**src/rtl/uart_host_bridge.sv**
```systemverilog
// Bus initiator for the memory-mapped uart: configures it after reset, then moves bytes between
// valid/ready streams and txdata/rxdata. Optional macro UART_HOST_IRQ_EN gates service on the ip register.
module uart_host_bridge #(
  parameter logic       NSTOP        = 1'b1,
  parameter logic [2:0] TX_WATERMARK = 3'd1,
  parameter logic [2:0] RX_WATERMARK = 3'd0
) (
  input  logic        clock,
  input  logic        reset,
  output logic        uart_rd_en,
  output logic        uart_wr_en,
  output logic [4:0]  uart_addr,
  output logic [31:0] uart_wr_data,
  input  logic [31:0] uart_rd_data,
  input  logic        uart_busy,
  input  logic [7:0]  tx_byte,
  input  logic        tx_valid,
  output logic        tx_ready,
  output logic [7:0]  rx_byte,
  output logic        rx_valid,
  input  logic        rx_ready,
  output logic        init_done
);

  localparam logic [4:0] A_TXDATA = 5'h00;
  localparam logic [4:0] A_RXDATA = 5'h04;
  localparam logic [4:0] A_TXCTRL = 5'h08;
  localparam logic [4:0] A_RXCTRL = 5'h0C;
  localparam logic [4:0] A_IE     = 5'h10;
`ifdef UART_HOST_IRQ_EN
  localparam logic [4:0]  A_IP    = 5'h14;
  localparam logic [31:0] IE_VAL  = 32'd3;
`else
  localparam logic [31:0] IE_VAL  = 32'd0;
`endif
  localparam logic [31:0] RXCTRL_VAL = {13'd0, RX_WATERMARK, 16'd1};
  localparam logic [31:0] TXCTRL_VAL = {13'd0, TX_WATERMARK, 14'd0, NSTOP, 1'b1};

  typedef enum logic [2:0] {
    CFG_RX, CFG_TX, CFG_IE, IDLE, RD_RX, WR_TX
`ifdef UART_HOST_IRQ_EN
    , POLL_IP
`endif
  } state_t;

  typedef struct packed {
    logic        rd;
    logic        wr;
    logic [4:0]  addr;
    logic [31:0] data;
  } uart_req_t;

  state_t    state, state_nxt, svc_nxt;
  uart_req_t req;
  logic      req_on, busy_q, done, rr;
  logic      tx_full;
  logic [7:0] tx_hold;
  logic      rd_elig, wr_elig;
  logic      unused_rd_bits;

  assign unused_rd_bits = ^uart_rd_data[30:8];

  // Completion: the UART has been seen busy and has just dropped it.
  assign done = req_on & busy_q & ~uart_busy;

`ifdef UART_HOST_IRQ_EN
  logic [1:0] ip_q;
  logic       ip_fresh;
  assign rd_elig = ~rx_valid & ip_q[1];
  assign wr_elig = tx_full & ip_q[0];
`else
  assign rd_elig = ~rx_valid;
  assign wr_elig = tx_full;
`endif

  // State register
  always_ff @(posedge clock or posedge reset) begin
    if (reset) state <= CFG_RX;
    else       state <= state_nxt;
  end

  // Service pick: round-robin only matters when both sides want the bus.
  always_comb begin
    svc_nxt = IDLE;
    if (rd_elig && wr_elig) svc_nxt = rr ? WR_TX : RD_RX;
    else if (rd_elig)       svc_nxt = RD_RX;
    else if (wr_elig)       svc_nxt = WR_TX;
  end

  // Next-state
  always_comb begin
    state_nxt = state;
    case (state)
      CFG_RX: if (done) state_nxt = CFG_TX;
      CFG_TX: if (done) state_nxt = CFG_IE;
      CFG_IE: if (done) state_nxt = IDLE;
      IDLE: begin
`ifdef UART_HOST_IRQ_EN
        if (!ip_fresh) state_nxt = POLL_IP;
        else           state_nxt = svc_nxt;
`else
        state_nxt = svc_nxt;
`endif
      end
`ifdef UART_HOST_IRQ_EN
      POLL_IP: if (done) state_nxt = IDLE;
`endif
      RD_RX, WR_TX: if (done) state_nxt = IDLE;
      default: state_nxt = CFG_RX;
    endcase
  end

  // Outputs: request fields come from the state, but only once req_on is up.
  always_comb begin
    req = '0;
    if (req_on) begin
      case (state)
        CFG_RX: req = '{rd: 1'b0, wr: 1'b1, addr: A_RXCTRL, data: RXCTRL_VAL};
        CFG_TX: req = '{rd: 1'b0, wr: 1'b1, addr: A_TXCTRL, data: TXCTRL_VAL};
        CFG_IE: req = '{rd: 1'b0, wr: 1'b1, addr: A_IE,     data: IE_VAL};
        RD_RX:  req = '{rd: 1'b1, wr: 1'b0, addr: A_RXDATA, data: 32'd0};
        WR_TX:  req = '{rd: 1'b0, wr: 1'b1, addr: A_TXDATA, data: {24'd0, tx_hold}};
`ifdef UART_HOST_IRQ_EN
        POLL_IP: req = '{rd: 1'b1, wr: 1'b0, addr: A_IP,    data: 32'd0};
`endif
        default: req = '0;
      endcase
    end
  end

  assign uart_rd_en   = req.rd;
  assign uart_wr_en   = req.wr;
  assign uart_addr    = req.addr;
  assign uart_wr_data = req.data;
  assign tx_ready     = init_done & ~tx_full & (state == IDLE);

  // First cycle of every transaction state keeps the enables low.
  always_ff @(posedge clock or posedge reset) begin
    if (reset) begin
      req_on <= 1'b0;
      busy_q <= 1'b0;
    end else begin
      req_on <= (state_nxt == state) && (state != IDLE);
      busy_q <= uart_busy;
    end
  end

  always_ff @(posedge clock or posedge reset) begin
    if (reset) begin
      init_done <= 1'b0;
      rr        <= 1'b0;
    end else begin
      if (state == CFG_IE && done) init_done <= 1'b1;
      if (done && (state == RD_RX || state == WR_TX)) rr <= ~rr;
    end
  end

  // TX holding register: a full UART leaves the byte in place for a retry.
  always_ff @(posedge clock or posedge reset) begin
    if (reset) begin
      tx_full <= 1'b0;
      tx_hold <= 8'd0;
    end else if (tx_valid && tx_ready) begin
      tx_full <= 1'b1;
      tx_hold <= tx_byte;
    end else if (state == WR_TX && done && !uart_rd_data[31]) begin
      tx_full <= 1'b0;
    end
  end

  always_ff @(posedge clock or posedge reset) begin
    if (reset) begin
      rx_valid <= 1'b0;
      rx_byte  <= 8'd0;
    end else if (state == RD_RX && done && !uart_rd_data[31]) begin
      rx_valid <= 1'b1;
      rx_byte  <= uart_rd_data[7:0];
    end else if (rx_valid && rx_ready) begin
      rx_valid <= 1'b0;
    end
  end

`ifdef UART_HOST_IRQ_EN
  // ip snapshot is consumed by exactly one IDLE decision.
  always_ff @(posedge clock or posedge reset) begin
    if (reset) begin
      ip_q     <= 2'b00;
      ip_fresh <= 1'b0;
    end else if (state == POLL_IP && done) begin
      ip_q     <= uart_rd_data[1:0];
      ip_fresh <= 1'b1;
    end else if (state == IDLE) begin
      ip_fresh <= 1'b0;
    end
  end
`endif

endmodule

```
**config.mk**
```make
export PLATFORM = sky130hd
export DESIGN_NAME = uart_host_bridge
export DESIGN_NICKNAME = d
export VERILOG_FILES = /design/src/rtl/uart_host_bridge.sv
export SDC_FILE = /design/constraint.sdc
export NUM_CORES = 1
export LEC_CHECK = 0
export ABC_CLOCK_PERIOD_IN_PS = 1660
export BUFFER_PORTS_ARGS = -buffer_cell sky130_fd_sc_hd__buf_2
export CORE_UTILIZATION = 37
export DETAILED_ROUTE_END_ITERATION = 16
export PLACE_DENSITY = 0.88
export SLEW_MARGIN = 20
export SYNTH_ARGS = -nofsm -noshare
export SYNTH_HDL_FRONTEND = slang
export SYNTH_SLANG_ARGS = --single-unit
```
**constraint.sdc**
```tcl
create_clock -name clock -period 1.66 [get_ports clock]
set_input_delay 0.083 -clock clock [delete_from_list [all_inputs] [get_ports clock]]
set_output_delay 0.083 -clock clock [all_outputs]
set_load 0.05 [all_outputs]
```
Word-level counts from Yosys, hierarchy flattened
Cells that the tools add are included.
- bits in registers: 25
- word-level logic and storage cells: 54
- output and inout bits: 50
- reduce and logical (&&, ||, !) cells: 16
- eq/ne operators: 7
- bitwise operators: 8
- mux-type cells: 14
- operator list (kind ; count):
    $pmux W39 S5 ; 1
    $mux W39 ; 1
    $mux W3 ; 6
    $pmux W3 S4 ; 1
    $logic_and A1 B1 Y1 ; 10
    $eq A3 B2 Y1 const B ; 2
    $eq A3 B3 Y1 const B ; 2
    $mux W1 ; 5
    $and A1 B1 Y1 ; 4
    $not A1 Y1 ; 4
    $reduce_bool A2 Y1 ; 2
    $eq A3 B1 Y1 const B ; 1
    $eq A3 B3 Y1 ; 1
    $logic_not A3 Y1 ; 1
    $ne A3 B2 Y1 const B ; 1
    $reduce_or A3 Y1 ; 1
    $logic_not A1 Y1 ; 1
    $logic_or A1 B1 Y1 ; 1

Longest topological paths before layout
- word-level depth: 6
- mapped depth: 4
- depth with buffers taken out: 3

Least setup slack after synthesis
No wires, ideal clock.
- kind: register to output
- from: register init_done
- to: output port tx_ready
- path slack: -824 ps
- path buffers: 0
- required time: 1577 ps
- arrival: 2401 ps
- stages on the path, launching flop included: 3
- cell sequence: dfrtp_1 inv_1 nor4b_1
- longest elaborated chain between the ends: 2
- RTL lines (item ; line ; text):
    from (decl) ; 22 ; output logic init_done
    from (signal assigned) ; 150 ; init_done <= 1'b0;
    from (signal assigned) ; 153 ; if (state == CFG_IE && done) init_done <= 1'b1;
    $and A1 B1 Y1 (2 in a row) ; 135 ; assign tx_ready = init_done & ~tx_full & (state == IDLE);
    to (decl) ; 18 ; output logic tx_ready,
Every way passes these cells.

Worst setup path after layout
- from: register state[0]
- to: output port uart_wr_data[2]
- longest elaborated chain between the ends: 3
- RTL lines (item ; line ; text):
    from (decl) ; 53 ; state_t state, state_nxt, svc_nxt;
    from (signal assigned) ; 79 ; else state <= state_nxt;
    $eq A3 B3 Y1, or another cell as far along ; 117 ; case (state)
    $pmux W39 S5 * ; 117 ;
    $mux W39 * ; 116 ; if (req_on) begin
    to (decl) ; 13 ; output logic [31:0] uart_wr_data,
Mark *: on every way between the ends. The rest lies on a longest branch, timed or not.

==> flow_metrics.env <==
export IMPL_drt_first_iter_violations=29
export IMPL_post_route_min_period_ps=1590
export IMPL_tritoncts_num_buffers=3
export IMPL_remaining_drcs=0
export IMPL_global_route_overflow_total=0
export IMPL_worstPathBufferInverterCount=3
export IMPL_setup_tns_ps=0
export IMPL_drive_above_1_share=0.481
export IMPL_post_route_period_util=0.956
export IMPL_path_clk_slew_ps=80
export IMPL_buffer_type_at_the_clock_tree_root="clkbuf_8"
export IMPL_grt_pass1_wl_um=4080
export IMPL_max_clock_freq_mhz=630
export IMPL_synth_sequential_area_ratio=0.454
export IMPL_postRouteWirelength_um=2630
export IMPL_insertedDiodeCount=0
export IMPL_cts_max_level=1
export IMPL_report_final_hold_viol_count=0
export IMPL_io_buffers=46
export IMPL_layout_area_seq_sq_um=626
export IMPL_post_synth_num_cell_types=35
export IMPL_rsz0062_at_grt="false"
export IMPL_worstSetupPathDepth=5
export IMPL_groute_usage_overall=0.133
export IMPL_synth_seq_cells=25
export IMPL_outcome="finished clean"
export IMPL_yosys_most_used_dff="dfrtp_1"
export IMPL_max_slew_worst_pin_slew_ps=491
export IMPL_critical_path_reg2reg_endpoint="rx_byte[3]"
export IMPL_clock_tree_buffer_depth=2
export IMPL_yosysWarningCount=0
export IMPL_post_synth_arst_share=1.00
export IMPL_die_area_sq_um=3970
export IMPL_crit_reg2reg_launch="state[1]"
export IMPL_dp_hpwl_um=1990
export IMPL_antenna_found_initial=0
export IMPL_timing_clock_skew_ps=1.00
export IMPL_critPathMaxStageDelay_ps=390
export IMPL_firstDrtPassIters=4
export IMPL_num_io_pins=95
export IMPL_timing_reg2reg_worst_path_depth=3
export IMPL_critPathLaunch="state[0]"
export IMPL_max_cap_violations=0
export IMPL_power_density_nw_per_um2=1930
export IMPL_first_global_vias=891
export IMPL_syn_instance_count=123
export IMPL_detailroute_via_count=991
export IMPL_ir_drop_uv=1360
export IMPL_drt_antenna_violating_nets=0
export IMPL_timing_hold_worst_class="in2reg"
export IMPL_num_nets_final=227
export IMPL_clkSinkCount=25
export IMPL_multi_input_comb_area_sq_um=628
export IMPL_critical_path_cell_chain="buf_6 > and4b_2 > buf_4 > and2_1 > buf_6"
export IMPL_timing_max_slew_rel_slack=0.664
export IMPL_floorplan_rows=21
export IMPL_worst_path_most_repeated_cell="buf_6"
export IMPL_maximum_number_of_pins_on_one_net_before_global_route_repair=16
export IMPL_postLayoutCoreUtil=0.509
export IMPL_initial_util=0.400
export IMPL_critPathMaxFanout=10
export IMPL_critical_path_class="reg2out"
export IMPL_synth_area_per_cell_sq_um=11.2
export IMPL_fp_dieH_um=63.0
export IMPL_slew_viols_final=0
export IMPL_route_detailed_vias_per_inst=4.37
export IMPL_critPathTopFamily="buffers and inverters"
export IMPL_post_synth_instance_area_sq_um=1380
export IMPL_synthToLayoutAreaGrowth_pct=27.2
export IMPL_endpoint_of_the_most_critical_setup_path="uart_wr_data[2]"
export IMPL_worstSkewPairLatency_ps=260
export IMPL_leakage_nw=0.937
export IMPL_place_congestion=0.849
export IMPL_drt_wirelength_per_cell_um=11.6
export IMPL_worst_setup_path_end_kind="output port"
export IMPL_core_area_sq_um=3440
export IMPL_cp_arrival_ps=1500
export IMPL_die_width_um=63.0
export IMPL_num_fill_cells=330
export IMPL_cpMaxStageDelayCell="dfrtp_1"
export IMPL_setup_viol_count_final=0
export IMPL_cts_tree="built"
export IMPL_critical_path_startpoint_type="flop"
export IMPL_worstPathRequired_ps=1580
export IMPL_synth_enable_flop_cells=0
export IMPL_reg2reg_slack_ps=100
[cells by family (layout without fill, tap and decap cells)]
logic type | after synthesis | in the layout | synth area share
compound gates | 9 | 9 | 0.0418
xor+xnor | 1 | 1 | 0.00636
buf+inv | 33 | 67 | 0.165
flops | 25 | 25 | 0.454
mux | 16 | 16 | 0.153
other cells | 1 | 25 | 0.00272
simple gates | 38 | 38 | 0.177
[final cells by class]
cell class                 count  area share
inverter                       4     0.00857
multi-input combinational     89       0.358
tap                           46      0.0328
clock buffer                   4      0.0257
sequential                    25       0.357
timing repair buffer          59       0.218
[worst reg2reg max path, cell delays in order, from the launching register on]
cell and delay [ps]:
dfrtp_1 380, nand2b_4 140, or4_4 600, mux2_4 340
[Yosys cell counts (3+ instances only)]
library cell / instances / area [sq um]
buf_4: 25 / 188
dfrtp_1: 25 / 626
mux2_2: 8 / 90.1
mux2_4: 8 / 120
and2_1: 6 / 37.5
nor2_1: 6 / 22.5
nand2b_1: 5 / 31.3
inv_1: 4 / 15.0
a21oi_1: 3 / 15.0
nand2_1: 3 / 11.3
[through the flow]
stage                     area [sq um]  power (mW)  hold slack (ps)  instances  setup slack [ps]
after floorplan                   1480        2.55              110        147              -147
after global placement            1630        2.97             70.6        220               120
after detailed placement          1630        3.01             75.9        220               104
after CTS                         1710        3.37             43.0        227              1.53
after global routing              1750        3.58             35.6        227             0.401
final                             1750        3.39             50.5        227              73.7
[state kept, by name, summed over array words and instances, names as in the netlist]
| signal | flops |
|---|---|
| rx_byte | 8 |
| tx_full | 1 |
| init_done | 1 |
| req_on | 1 |
| state | 3 |
| busy_q | 1 |
| rr | 1 |
| rx_valid | 1 |
| tx_hold | 8 |
[metal layers]
| layer | share of wire | vias up | global-route usage |
|---|---|---|---|
| met1 | 0.44 | 470 | 0.174 |
| met3 | 0.069 | 0 | 0.0456 |
| li1 | - | 479 | - |
| met4 | 0 | 0 | 0.0262 |
| met2 | 0.49 | 42 | 0.212 |
| met5 | 0 | - | 0 |
[layout by cell type (no fill, tap or decap), types with 2 or more instances in the layout]
cell / synthesis / layout
dfrtp_1: 25 / 25
buf_4: 25 / 10
buf_6: 1 / 7
nand2b_1: 5 / 5
and3_2: 2 / 2
nand2_1: 3 / 3
buf_2: 2 / 38
conb_1: 1 / 25
nor2_1: 6 / 5
dlygate4sd3_1: 0 / 3
clkbuf_8: 0 / 3
mux2_4: 8 / 8
nor2_2: 1 / 2
inv_1: 4 / 4
and2_1: 6 / 6
nand3_1: 2 / 2
nor3_1: 2 / 2
a21o_1: 2 / 2
a21oi_1: 3 / 3
mux2_2: 8 / 8
[what timing repair did]
item / 4_1_cts / 5_1_grt
buffers inserted: 0 / 0
setup endpoints to repair: 2 / 8
resized for setup: 2 / 19
hold endpoints to repair: 12 / 0
pin swaps: 0 / 0
hold buffers: 3 / 0
[report_power, final]
part / switching [mW] / internal, mW
clock network: 0.171 / 0.171
registers: 0.128 / 0.853
logic: 1.38 / 0.691
total: 1.67 / 1.71
[worst min path at each step]
stage	startpoint	endpoint	slack (ps)	cells past startpoint
after CTS	tx_byte[4]	tx_hold[4]	40	2
after global routing	uart_rd_data[2]	rx_byte[2]	40	2
final	tx_byte[4]	tx_hold[4]	50	2
after floorplan	reset	busy_q	110	1
after detailed placement	reset	rx_byte[3]	80	2
after global placement	reset	rx_byte[3]	70	2
Note: power is estimated with default switching activity, not from simulation.
